## src/rtl/ddr_port_arbiter.sv

```systemverilog
// ddr_port_arbiter
// Shares the single ddr_ctrl block port between the instruction-cache refill
// path and the data-cache refill/write-back path. One 256-bit block
// transaction is in flight at a time. Requests are arbitrated fairly on
// contention. Every output comes straight from a register.
module ddr_port_arbiter #(
   parameter int ADDR_W  = 30,
   parameter int BLOCK_W = 256,
   parameter int TO_CYC  = 4095,
   parameter int TO_W    = 12
) (
   input  logic               clk,
   input  logic               rst,
   // instruction-cache refill port (read only)
   input  logic               ic_req,
   input  logic [ADDR_W-1:0]  ic_addr,
   output logic               ic_ack,
   // data-cache refill / write-back port
   input  logic               dc_req,
   input  logic               dc_write,
   input  logic [ADDR_W-1:0]  dc_addr,
   input  logic [BLOCK_W-1:0] dc_wdata,
   output logic               dc_ack,
   // shared read data returned to the owner
   output logic [BLOCK_W-1:0] rdata,
   // ddr_ctrl block port
   output logic               ram_en,
   output logic               ram_write,
   output logic [ADDR_W-1:0]  ram_addr,
   output logic [BLOCK_W-1:0] data_to_ram,
   input  logic               ram_rdy,
   input  logic [BLOCK_W-1:0] block_from_ram,
   // status
   output logic               busy,
   output logic               timeout_err
);

   localparam logic [TO_W-1:0] TO_LIM = TO_W'(TO_CYC);
   localparam logic [TO_W-1:0] WD_ONE = {{(TO_W-1){1'b0}}, 1'b1};

   typedef enum logic [1:0] {
      S_IDLE = 2'd0,
      S_BUSY = 2'd1,
      S_ACK  = 2'd2,
      S_GAP  = 2'd3
   } state_t;

   state_t               r_state;
   state_t               w_state_next;
   logic                 w_grant;
   logic                 w_grant_dc;
   logic                 w_done;

   // r_last_dc doubles as the owner of the current transaction, because the
   // last owner is updated at every grant.
   logic                 r_last_dc;

   logic                 r_ram_en;
   logic                 r_ram_write;
   logic [ADDR_W-1:0]    r_ram_addr;
   logic [BLOCK_W-1:0]   r_data_to_ram;
   logic [BLOCK_W-1:0]   r_rdata;
   logic                 r_ic_ack;
   logic                 r_dc_ack;
   logic                 r_busy;
   logic                 r_timeout;
   logic [TO_W-1:0]      r_wdog;
   logic [TO_W-1:0]      w_wdog_inc;

   // Watchdog increment that stops at the limit instead of wrapping.
   function automatic logic [TO_W-1:0] wdog_sat_inc(input logic [TO_W-1:0] cnt);
      if (cnt >= TO_LIM) begin
         return cnt;
      end
      return cnt + WD_ONE;
   endfunction

   // True when the count has reached the limit. A limit of 0 disables the check.
   function automatic logic wdog_expired(input logic [TO_W-1:0] cnt);
      return (TO_CYC != 0) && (cnt == TO_LIM);
   endfunction

   // State register
   always_ff @(posedge clk or posedge rst) begin
      if (rst) begin
         r_state <= S_IDLE;
      end else begin
         r_state <= w_state_next;
      end
   end

   // Next-state logic, arbitration and completion detect
   always_comb begin
      w_state_next = r_state;
      w_grant      = 1'b0;
      w_grant_dc   = 1'b0;
      w_done       = (r_state == S_BUSY) && ram_rdy;
      case (r_state)
         S_IDLE: begin
            if (ic_req || dc_req) begin
               w_grant      = 1'b1;
               // On contention, grant the side that did not own the port last.
               w_grant_dc   = dc_req && (!ic_req || !r_last_dc);
               w_state_next = S_BUSY;
            end
         end
         S_BUSY: begin
            if (ram_rdy) begin
               w_state_next = S_ACK;
            end
         end
         S_ACK:   w_state_next = S_GAP;
         S_GAP:   w_state_next = S_IDLE;
         default: w_state_next = S_IDLE;
      endcase
   end

   // Control outputs, owner acks and the last-owner record
   always_ff @(posedge clk or posedge rst) begin
      if (rst) begin
         r_ram_en  <= 1'b0;
         r_busy    <= 1'b0;
         r_ic_ack  <= 1'b0;
         r_dc_ack  <= 1'b0;
         r_last_dc <= 1'b0;
      end else begin
         r_ram_en <= (w_state_next == S_BUSY);
         r_busy   <= (w_state_next != S_IDLE);
         r_ic_ack <= w_done && !r_last_dc;
         r_dc_ack <= w_done && r_last_dc;
         if (w_grant) begin
            r_last_dc <= w_grant_dc;
         end
      end
   end

   // Transaction attributes are captured at grant and held until the next grant,
   // so requester changes while the transaction is in flight have no effect.
   always_ff @(posedge clk or posedge rst) begin
      if (rst) begin
         r_ram_write   <= 1'b0;
         r_ram_addr    <= '0;
         r_data_to_ram <= '0;
      end else if (w_grant) begin
         if (w_grant_dc) begin
            r_ram_write   <= dc_write;
            r_ram_addr    <= dc_addr;
            r_data_to_ram <= dc_wdata;
         end else begin
            r_ram_write   <= 1'b0;
            r_ram_addr    <= ic_addr;
         end
      end
   end

   // Read data is captured only when a read completes. Writes leave it unchanged.
   always_ff @(posedge clk or posedge rst) begin
      if (rst) begin
         r_rdata <= '0;
      end else if (w_done && !r_ram_write) begin
         r_rdata <= block_from_ram;
      end
   end

   // Saturating watchdog sampled every clock
   always_comb begin
      w_wdog_inc = wdog_sat_inc(r_wdog);
   end

   // Watchdog counts BUSY cycles and raises a sticky error.
   // The transaction keeps running after the error is raised.
   always_ff @(posedge clk or posedge rst) begin
      if (rst) begin
         r_wdog    <= '0;
         r_timeout <= 1'b0;
      end else begin
         if ((r_state == S_BUSY) && !ram_rdy) begin
            r_wdog <= w_wdog_inc;
         end else begin
            r_wdog <= '0;
         end
         if ((r_state == S_BUSY) && wdog_expired(w_wdog_inc)) begin
            r_timeout <= 1'b1;
         end
      end
   end

   assign ram_en      = r_ram_en;
   assign ram_write   = r_ram_write;
   assign ram_addr    = r_ram_addr;
   assign data_to_ram = r_data_to_ram;
   assign rdata       = r_rdata;
   assign ic_ack      = r_ic_ack;
   assign dc_ack      = r_dc_ack;
   assign busy        = r_busy;
   assign timeout_err = r_timeout;

endmodule

```

## config.mk

```make
export PLATFORM = sky130hd
export DESIGN_NAME = ddr_port_arbiter
export DESIGN_NICKNAME = d
export VERILOG_FILES = /design/src/rtl/ddr_port_arbiter.sv
export SDC_FILE = /design/constraint.sdc
export NUM_CORES = 1
export LEC_CHECK = 0
export ABC_AREA = 1
export BUFFER_PORTS_ARGS = -buffer_cell sky130_fd_sc_hd__buf_2
export CORE_AREA = 2 2 434 436
export DETAILED_ROUTE_END_ITERATION = 8
export DIE_AREA = 0 0 436 438
export GPL_ROUTABILITY_DRIVEN = 1
export GPL_TIMING_DRIVEN = 0
export PLACE_DENSITY = 0.41
export SLEW_MARGIN = 5
export SYNTH_ARGS = -nofsm -noshare
export SYNTH_HDL_FRONTEND = slang
export SYNTH_SLANG_ARGS = --single-unit
```

## constraint.sdc

```tcl
create_clock -name clk -period 18.8 [get_ports clk]
set_input_delay 3.76 -clock clk [delete_from_list [all_inputs] [get_ports clk]]
set_output_delay 3.76 -clock clk [all_outputs]
set_load 0.05 [all_outputs]
```

After elaboration in Yosys (flattened, before gate mapping)
Index checks and enable logic that the tools add are counted.
{ "word_totals": {"reg_bits": 563} }
{ "classes": {"n_reduce_logical": 16, "muxes": 13, "order_cmp": 1, "n_addsub": 1, "n_eq_ne": 5} }
{ "op_table": {"columns": ["op", "n"], "rows": [
  ["two-way mux 12 bit", 3],
  ["two-way mux 30 bit", 1],
  ["adder 12 x 1 -> 12 bit, second input constant", 1],
  ["== test 12 bit, second input constant", 1],
  ["greater-or-equal comparator 12 bit, second input constant", 1],
  ["one-hot mux 2 bit (4 select lines)", 1],
  ["logical AND 1 bit", 7],
  ["two-way mux 1 bit", 6],
  ["== test 2 x 1 -> 1 bit, second input constant", 2],
  ["== test 2 bit, second input constant", 2],
  ["zero test 1 bit", 4],
  ["two-way mux 2 bit", 2],
  ["zero test 2 bit", 1],
  ["logical OR 1 bit", 2],
  ["AND reduction 2 bit", 1],
  ["nonzero test 2 bit", 1]
]} }

Longest topological paths before layout
Gate-level depths: netlist (run 1).
{ "depth": {"word_depth": 6, "mapped_depth": 11, "ltp_nobuf": 11} }

Worst setup path after synthesis (run 1)
Ideal clock, no wire load.
{ "synth_timing": {"path_kind": "in2reg", "startpoint": "input port ram_rdy", "endpoint": "register r_rdata[100] (netlist: rdata[100])", "setup_ns": 0.125, "path_buffers": 2, "arrival_ns": 4.599, "stages": 6, "path_slack_ns": 14.076, "t_required_ns": 18.675, "cell_sequence": "inv_1 nor2_4 nand2_2 buf_6 buf_6 mux2_4"} }
{ "synth_via": {"elab_chain_len": 2} }
{ "synth_lines": {"columns": ["item", "line_no", "rtl"], "rows": [
  ["from (decl)", "31", "input logic ram_rdy,"],
  ["logical AND 1 bit", "97", "w_done = (r_state == S_BUSY) && ram_rdy;"],
  ["logical AND 1 bit", "160", "end else if (w_done && !r_ram_write) begin"],
  ["to (signal assigned)", "161", "r_rdata <= block_from_ram;"],
  ["to (decl)", "62", "logic [BLOCK_W-1:0] r_rdata;"]
]} }
No other way between the ends.
A chain may end at the register's enable or synchronous reset.

Worst setup path in the final report (run 1)
{ "layout_timing": {"startpoint": "input port ic_req", "endpoint": "register r_data_to_ram[141] (netlist: data_to_ram[141])"} }
{ "layout_via": {"elab_chain_len": 6} }
{ "layout_lines": {"columns": ["item", "line_no", "rtl"], "rows": [
  ["from (decl)", "15", "input logic ic_req,"],
  ["zero test 1 bit", "103", "w_grant_dc = dc_req && (!ic_req || !r_last_dc);"],
  ["logical OR 1 bit", "103", null],
  ["logical AND 1 bit", "103", null],
  ["two-way mux 1 bit", "100", "if (ic_req || dc_req) begin"],
  ["two-way mux 1 bit", "98", "case (r_state)"],
  ["AND reduction 2 bit (no line) *", null, null],
  ["to (signal assigned)", "148", "r_data_to_ram <= dc_wdata;"],
  ["to (decl)", "61", "logic [BLOCK_W-1:0] r_data_to_ram;"]
]} }
Mark *: on every way between the ends. The rest lies on a longest branch, timed or not.

==> results of run 1 <==
## registers in the layout (all words and copies together), names as in the netlist
name / count
rdata: 256
r_state: 2
data_to_ram: 256
ic_ack: 1
dc_ack: 1
r_last_dc: 1
r_wdog: 12
ram_en: 1
busy: 1
timeout_err: 1
ram_write: 1
ram_addr: 30
## power groups by stage
stage	clock network [uW]	registers, uW	logic (uW)
floorplan	0	4120	1070
CTS	1550	2150	4400
detailed placement	0	2160	4390
global placement	0	2160	4390
finish	1480	2150	4320
global route	1590	2220	4550
## cell usage after synthesis (all sizes together)
library cell	instances	share of area (%)
xnor2	3	0.12
nand4	4	0.11
o21bai	3	0.10
inv	20	0.33
nand2	836	14
mux2	256	17
xor2	2	0.078
clkbuf	28	0.47
ha	1	0.056
o21ai	5	0.11
dfrtp	563	63
nand3	11	0.27
nor2	53	0.95
nand3b	1	0.033
buf	70	2.3
a21oi	69	1.5
## per-stage QoR
stage / instances / total power, uW / area [um^2]
final: 5707 / 7950 / 34100
after global routing: 5706 / 8360 / 34100
after CTS: 5700 / 8110 / 34100
after detailed placement: 5564 / 6550 / 31600
after global placement: 5545 / 6550 / 31200
after floorplan: 1925 / 5190 / 22500
## per-layer routing
layer | track usage (%) | share of wire, %
met4 | 4.14 | 3.0
met1 | 13.2 | 38
met2 | 20.3 | 50
met3 | 4.53 | 8.6
met5 | 0 | 0.13
## cell families after synthesis
kind of cell	Yosys count	synth area share, %
AND/OR/NAND/NOR	905	15.3
multiplexers	256	16.8
adder cells (fa/ha/maj)	1	0.0557
XOR/XNOR	5	0.195
AO/OA/AOI/OAI	77	1.75
flip-flops	563	62.7
buffers and inverters	118	3.11
## worst max path at each step
stage | endpoint | slack, ns | cells after the start
after floorplan | busy$_DFF_PP0_ | 7.37 | 1
after global placement | data_to_ram[123]$_DFFE_PP0P_ | 2.53 | 2
after detailed placement | data_to_ram[144]$_DFFE_PP0P_ | 12.12 | 7
after CTS | data_to_ram[143]$_DFFE_PP0P_ | 12.86 | 7
after global routing | data_to_ram[143]$_DFFE_PP0P_ | 12.86 | 7
final | data_to_ram[141]$_DFFE_PP0P_ | 13.20 | 7
## final cells by class
type	instances	area share [%]
Tap cell	2495	9.14
Timing Repair Buffer	1144	17.6
Multi-Input combinational cell	1244	22.5
Buffer	98	1.83
Inverter	20	0.231
Clock inverter	28	1.00
Clock buffer	108	6.36
Antenna cell	7	0.0513
Sequential cell	563	41.3
## worst reg2reg max path: cells and delay by family, from the launching register on
| family | cells | cell delay, ns |
|---|---|---|
| AND/OR/NAND/NOR | 4 | 0.67 |
| flip-flops | 1 | 0.37 |
| buffers and inverters | 2 | 1.71 |
==> results.md, run 1 <==
- Row cnt: 159
- First-pass GRT wire length: 158000 um
- CP bufs+invs: 3
- Mapped cell area: 22500 um^2
- Post-Syn Instances: 1925
- Syn_area_per_cell: 11.7 um^2
- Netlist cell types: 24
- Core Util, Final: 18.3%
- Yosys warnings: 0
- Setup slack after layout: 13.20 ns
- DRT Pass-1 Iters: 5
- P_int: 3790 uW
- Vias in the first global route: 19200
- RePlAce Congestion: 0.865
- CP startpoint kind: input pin
- Hold Buf Count CTS: 0
- Hold_sp: r_last_dc$_DFFE_PP0P_
- Setup violators final: 0
- Iteration-0 DRC Markers: 904
- # IOs: 1126
- P_sw: 4170 uW
- Worst-Skew Late Latency: 0.69 ns
- # DRC: 0
- Worst stage delay on the critical path: 0.90 ns
- Die height: 438 um
- Hold Crit Depth: 1
- Worst Path Arrival: 6.20 ns
- Detail Route Antenna Nets: 0
- Count of final hold-check violations: 0
- Worst-margin pin slew: 1.14 ns
- CTS max path bufs: 3
- CTS Sinks: 563
- Post-DP HPWL: 95400 um
- Post CTS Setup Buffer Count: 0
- Via count: 18700
- CP dominant cell by count: nand2_1
- Unrepaired setup endpoints after global routing: no
- Layout fillers: 21000
- Synth-to-layout area growth: 52.0%
- Gr usage total: 11.8%
- CP Launch Point: ic_req
- Worst Hold Slack: 0.449 ns
- Worst-path cell chain: buf_2, nand2_1, nand3_2, clkbuf_1, clkbuf_1, nand2_1, nand2_1
- Core Footprint: 187000 um^2
- Crit path max fanout: 10
- PortBufs: 1125
- Power density cells: 233 nW/um^2
- Setup TNS: 0 ns
- Via density: 3.27
- Flop pwr share: 27.1%
- Syn_nets: 2504
- Maximum VDD drop: 0.112 mV
- R2r setup slk: 15.97 ns
- H-tree Lvls: 3
- Pre-CTS setup slack: 12.12 ns
- Total CTS buffers: 75
- Routed WL per cell: 20.3 um
- Clock network fraction of total power: 18.6%
- Most common cell after layout, fill and taps aside: buf_2
- Starting Density: 12.0%
- Relative max-transition margin: 23.7%
- # resized after CTS: 0
- Hold Crit Class: reg -> reg
- Reg2reg start: r_state[1]$_DFF_PP0_
- Final clock skew: 0.0301 ns
- CTS tree: yes
- Crit-path leading delay family: buffers and inverters
- R2R cell count: 6
- Root Driver: clkbuf_16
- Largest net degree at the start of global routing: 38
- Full die area: 191000 um^2
- Switch share: 52.4%
- Total of max-cap violations: 0
- Highest-delay cell along the critical path: clkbuf_1
- Congestion Overflow GR: 0
- Multi-input logic area: 7680 um^2
- CP Class: in -> reg
- Comb pwr share: 54.3%
- Peak Freq: 178 MHz
- Hold Path Sink: ic_ack$_DFF_PP0_
- Yosys reg bits: 563
- Clock period minus final worst setup slack: 5.60 ns
- Post-Route WL: 116000 um
- Die width: 436 um
- Sequential element share of the synthesized area: 62.7%
- Initial antenna violation count: 28
- Outcome: completed
- Tcrit/Tclk final: 29.8%
- Leakage: 0.0181 uW
- Layout cell share with drive strength beyond 1: 49.9%
- R2R Path End: data_to_ram[141]$_DFFE_PP0P_
- Nets: 3725
- Crit. End Element: flop
- Final Max Slew Viols: 0
- Commonest non-fill, non-tap cells in the layout: 1168 x buf_2, 835 x nand2_1, 563 x dfrtp_1, 240 x mux2_4, 75 x clkbuf_16
- Clock-pin slew on the worst setup and hold paths: 0.06 ns
- Sequential cell area: 14100 um^2
- Required time worst endpoint: 19.40 ns
No activity file was read; power rests on OpenSTA's default activity.
==> run 2, diff against run 1 <==
CORE_AREA = 2 2 440 442   (was 2 2 434 436)
DIE_AREA = 0 0 442 444   (was 0 0 436 438)
PLACE_DENSITY = 0.4   (was 0.41)
clock period = 5.5 ns   (was 18.8 ns; I/O delays follow)
==> results.md, run 2 <==
- Outcome: aborted with a tool error
- Last stage: detailed routing (5_2_route)
- Err: Error: net1132 18 pin not visited #guides = 152
- Synth Area in Adders: 0.0557% (unchanged)
- Largest family of logic cells by synthesized area: multiplexers
- List of most frequent post-synthesis cells: 835 x nand2_1, 563 x dfrtp_1, 240 x mux2_4
- Post-synth ARST share: 100% (unchanged)
- Netlist cell types: 24 (unchanged)
- Post-synthesis xor/xnor area fraction: 0.195% (unchanged)
- Sequential element share of the synthesized area: 62.7% (unchanged)
- Root Driver: clkbuf_16
- Share of the synthesized area in the top cell type: 62.7% (unchanged)
- Largest net degree at the start of global routing: 38 (unchanged)
- # IOs: 1126 (unchanged)
- Compound-Gate Fraction of Synth Area: 1.75% (unchanged)
- Yosys reg bits: 563 (unchanged)
- CTS Sinks: 563 (unchanged)
- Top FF cell, synth: dfrtp_1
- Post-synthesis mux area share: 16.8% (unchanged)
- Syn_nets: 2504 (unchanged)
- Hold Buf Count CTS: 0 (unchanged)
- Largest cells by area after synthesis: dfrtp_1 63%, mux2_4 16%, nand2_1 14%
- H-tree Lvls: 3 (unchanged)
- Starting Density: 11.7% (-0.31 points)
- Congestion Overflow GR: 0 (unchanged)
- RePlAce Congestion: 0.879 (+1.6%)
- Die height: 444 um (+1.4%)
- Yosys warnings: 0 (unchanged)
- Die width: 442 um (+1.4%)
- Mapped cell area: 22500 um^2 (unchanged)
- Post-DP HPWL: 99100 um (+3.9%)
- Row cnt: 161 (+1.3%)
- First-pass GRT wire length: 163000 um (+3.6%)
- Post-synth EDFFs: 0 (unchanged)
- Synth area leader: dfrtp_1
- Post CTS Setup Buffer Count: 0 (unchanged)
- Count leader, synth: nand2_1
- Syn_area_per_cell: 11.7 um^2 (unchanged)
- Initial antenna violation count: 37 (+32%)
- CTS max path bufs: 3 (unchanged)
- PortBufs: 1125 (unchanged)
- Vias in the first global route: 19200 (-0.32%)
- Gr usage total: 12.0% (+0.18 points)
- Simple-gate share of the synthesized area: 15.3% (unchanged)
- Total CTS buffers: 76 (+1.3%)
- Post-Syn Instances: 1925 (unchanged)
- # resized after CTS: 0 (unchanged)
-- run 2: cell counts after synthesis --
No cell type changed its count.
-- run 2: cell families after synthesis --
group	Yosys count
AND/OR/NAND/NOR	905
XOR/XNOR	5
flip-flops	563
multiplexers	256
AO/OA/AOI/OAI	77
buffers and inverters	118
adder cells (fa/ha/maj)	1
-- run 2: metal layers --
| layer | GRT usage [%] |
|---|---|
| met1 | 14.2 |
| met2 | 19.7 |
| met3 | 4.39 |
| met4 | 4.37 |
| met5 | 0 |
-- run 2: stage by stage --
step / setup WS [ns] / area, um^2 / std cells / hold WS [ns]
2_1_floorplan: -3.27 / 22500 / 1925 / 0.425
3_3_place_gp: -8.45 / 31300 / 5576 / 0.443
3_5_place_dp: 1.39 / 31700 / 5595 / 0.446
4_1_cts: 2.06 / 34200 / 5731 / 0.395
5_1_grt: 2.16 / 34200 / 5735 / 0.441
==> run 3, diff against run 2 <==
CORE_AREA = 2 2 444 446   (was 2 2 440 442)
DIE_AREA = 0 0 446 448   (was 0 0 442 444)
PLACE_DENSITY = unset   (was 0.4)
PLACE_DENSITY_LB_ADDON = 0.15   (was unset)
==> results.md, run 3 (same netlist as run 1, synthesis figures left out) <==
- Outcome: completed
- Synth-to-layout area growth: 52.6%
- CP startpoint kind: input pin
- CP Launch Point: rst
- Dpl cells: 5611 (+0.29%)
- Initial antenna violation count: 43 (+16%)
- End point of the critical path: rdata[116]$_DFFE_PP0P_
- Worst-Skew Late Latency: 0.70 ns
- Full die area: 200000 um^2
- Crit. End Element: async pin
- R2R Path End: data_to_ram[221]$_DFFE_PP0P_
- Count of final hold-check violations: 0
- CTS Sinks: 563 (unchanged)
- RePlAce Congestion: 0.767 (-13%)
- PortBufs: 1125 (unchanged)
- Setup violators final: 0
- Congestion Overflow GR: 0 (unchanged)
- Via count: 18400
- R2R cell count: 6
- Die width: 446 um (+0.90%)
- CP Class: in -> async
- Final Max Slew Viols: 0
- # IOs: 1126 (unchanged)
- Required time worst endpoint: 6.36 ns
- Post-Route WL: 113000 um
- Layout fillers: 21900
- Core Footprint: 195000 um^2
- Starting Density: 11.5% (-0.18 points)
- Clock-pin slew on the worst setup and hold paths: 0.06 ns
- Post CTS Setup Buffer Count: 0 (unchanged)
- Clock period minus final worst setup slack: 2.93 ns
- Worst Path Arrival: 3.78 ns
- Finished Cell Area: 34300 um^2
- # resized after CTS: 0 (unchanged)
- Total of max-cap violations: 0
- Hold Crit Class: reg -> reg
- Via density: 3.20
- Relative max-transition margin: 27.5%
- Power density cells: 789 nW/um^2
- Reg2reg start: r_state[1]$_DFF_PP0_
- Comb pwr share: 54.0%
- Routed WL per cell: 19.6 um
- R2r setup slk: 2.93 ns
- CTS tree: yes
- Nets: 3727
- Flop pwr share: 26.7%
- CTS max path bufs: 3 (unchanged)
- H-tree Lvls: 3 (unchanged)
- Vias in the first global route: 19400 (+1.0%)
- Total CTS buffers: 77 (+1.3%)
- Commonest non-fill, non-tap cells in the layout: 1168 x buf_2, 835 x nand2_1, 563 x dfrtp_1, 240 x mux2_4, 79 x clkbuf_16
- Final clock skew: 0.0326 ns
- Switch share: 51.7%
- Clock network fraction of total power: 19.3%
- Worst Hold Slack: 0.460 ns
- Die height: 448 um (+0.90%)
- # DRC: 0
- Iteration-0 DRC Markers: 843
- Final cell count without fillers: 5764
- First-pass GRT wire length: 155000 um (-5.3%)
- P_sw: 14000 uW
- Peak Freq: 342 MHz
- Maximum VDD drop: 0.276 mV
- Most common cell after layout, fill and taps aside: buf_2
- Root Driver: clkbuf_16
- Layout cell share with drive strength beyond 1: 49.8%
- Unrepaired setup endpoints after global routing: no
- Row cnt: 162 (+0.62%)
- DRT Pass-1 Iters: 5
- Leakage: 0.0181 uW
- Hold Buf Count CTS: 0 (unchanged)
- Largest net degree at the start of global routing: 35 (-7.9%)
- Post-DP HPWL: 90200 um (-9.0%)
- Worst-margin pin slew: 1.09 ns
- Detail Route Antenna Nets: 0
- Post-DP Area: 31700 um^2 (about the same)
- Crit path max fanout: 34
- Tcrit/Tclk final: 53.2%
- Gr usage total: 10.9% (-1.1 points)
- P_int: 13100 uW
[run 3: per-layer routing]
metal / vias up / GRT usage [%] / share of wire, %
li1: 8610 / - / -
met2: 686 / 20.1 / 53
met5: - / 0 / 0.27
met4: 48 / 3.15 / 2.4
met1: 8887 / 11.4 / 36
met3: 196 / 4.12 / 8.1
[run 3: final cells by class]
| type | instances | area [um^2] | area share, % |
|---|---|---|---|
| antenna | 11 | 27.5 | 0.0803 |
| buffer | 98 | 624 | 1.82 |
| clock buffer | 119 | 2300 | 6.70 |
| clock inverter | 23 | 288 | 0.840 |
| inverter | 20 | 78.8 | 0.230 |
| multi-input combinational | 1244 | 7680 | 22.4 |
| sequential | 563 | 14100 | 41.1 |
| tap | 2542 | 3180 | 9.28 |
| timing repair buffer | 1144 | 6010 | 17.5 |
[run 3: worst min path at each step]
stage                                      startpoint                     endpoint  slack (ns)  depth (start not counted)
after floorplan                 r_last_dc$_DFFE_PP0P_             ic_ack$_DFF_PP0_        0.43                          1
after global placement        timeout_err$_DFFE_PP0P_      timeout_err$_DFFE_PP0P_        0.45                          2
after detailed placement      timeout_err$_DFFE_PP0P_      timeout_err$_DFFE_PP0P_        0.45                          2
after CTS                                         rst        rdata[82]$_DFFE_PP0P_        0.47                          2
after global routing      data_to_ram[47]$_DFFE_PP0P_  data_to_ram[47]$_DFFE_PP0P_        0.49                          2
final                         timeout_err$_DFFE_PP0P_      timeout_err$_DFFE_PP0P_        0.46                          2
[run 3: critical path: stages]
cell and delay (ns):
buf_2 0.11, clkinvlp_4 0.48, buf_12 0.29, buf_12 0.24, buf_12 0.22, buf_12 0.24
buf_12 0.25, buf_12 0.22, buf_12 0.21, buf_12 0.24
[run 3: through the flow]
step	TNS, ns	total power, uW	setup WS [ns]	utilization, %
2_1_floorplan	-1838.58	17700	-3.27	-
3_3_place_gp	-4897.99	22200	-8.94	16.1
3_5_place_dp	0	22200	1.68	16.3
4_1_cts	0	27700	2.44	17.6
5_1_grt	0	28500	2.27	17.6
6_report	0	27000	2.57	17.6
[run 3: power by group through the flow]
stage               Sequential, uW  Combinational [uW]  Clock [uW]
floorplan                    14100                3670           0
global placement              7260               15000           0
detailed placement            7240               14900           0
CTS                           7230               15000        5480
global route                  7480               15400        5630
finish                        7210               14600        5220
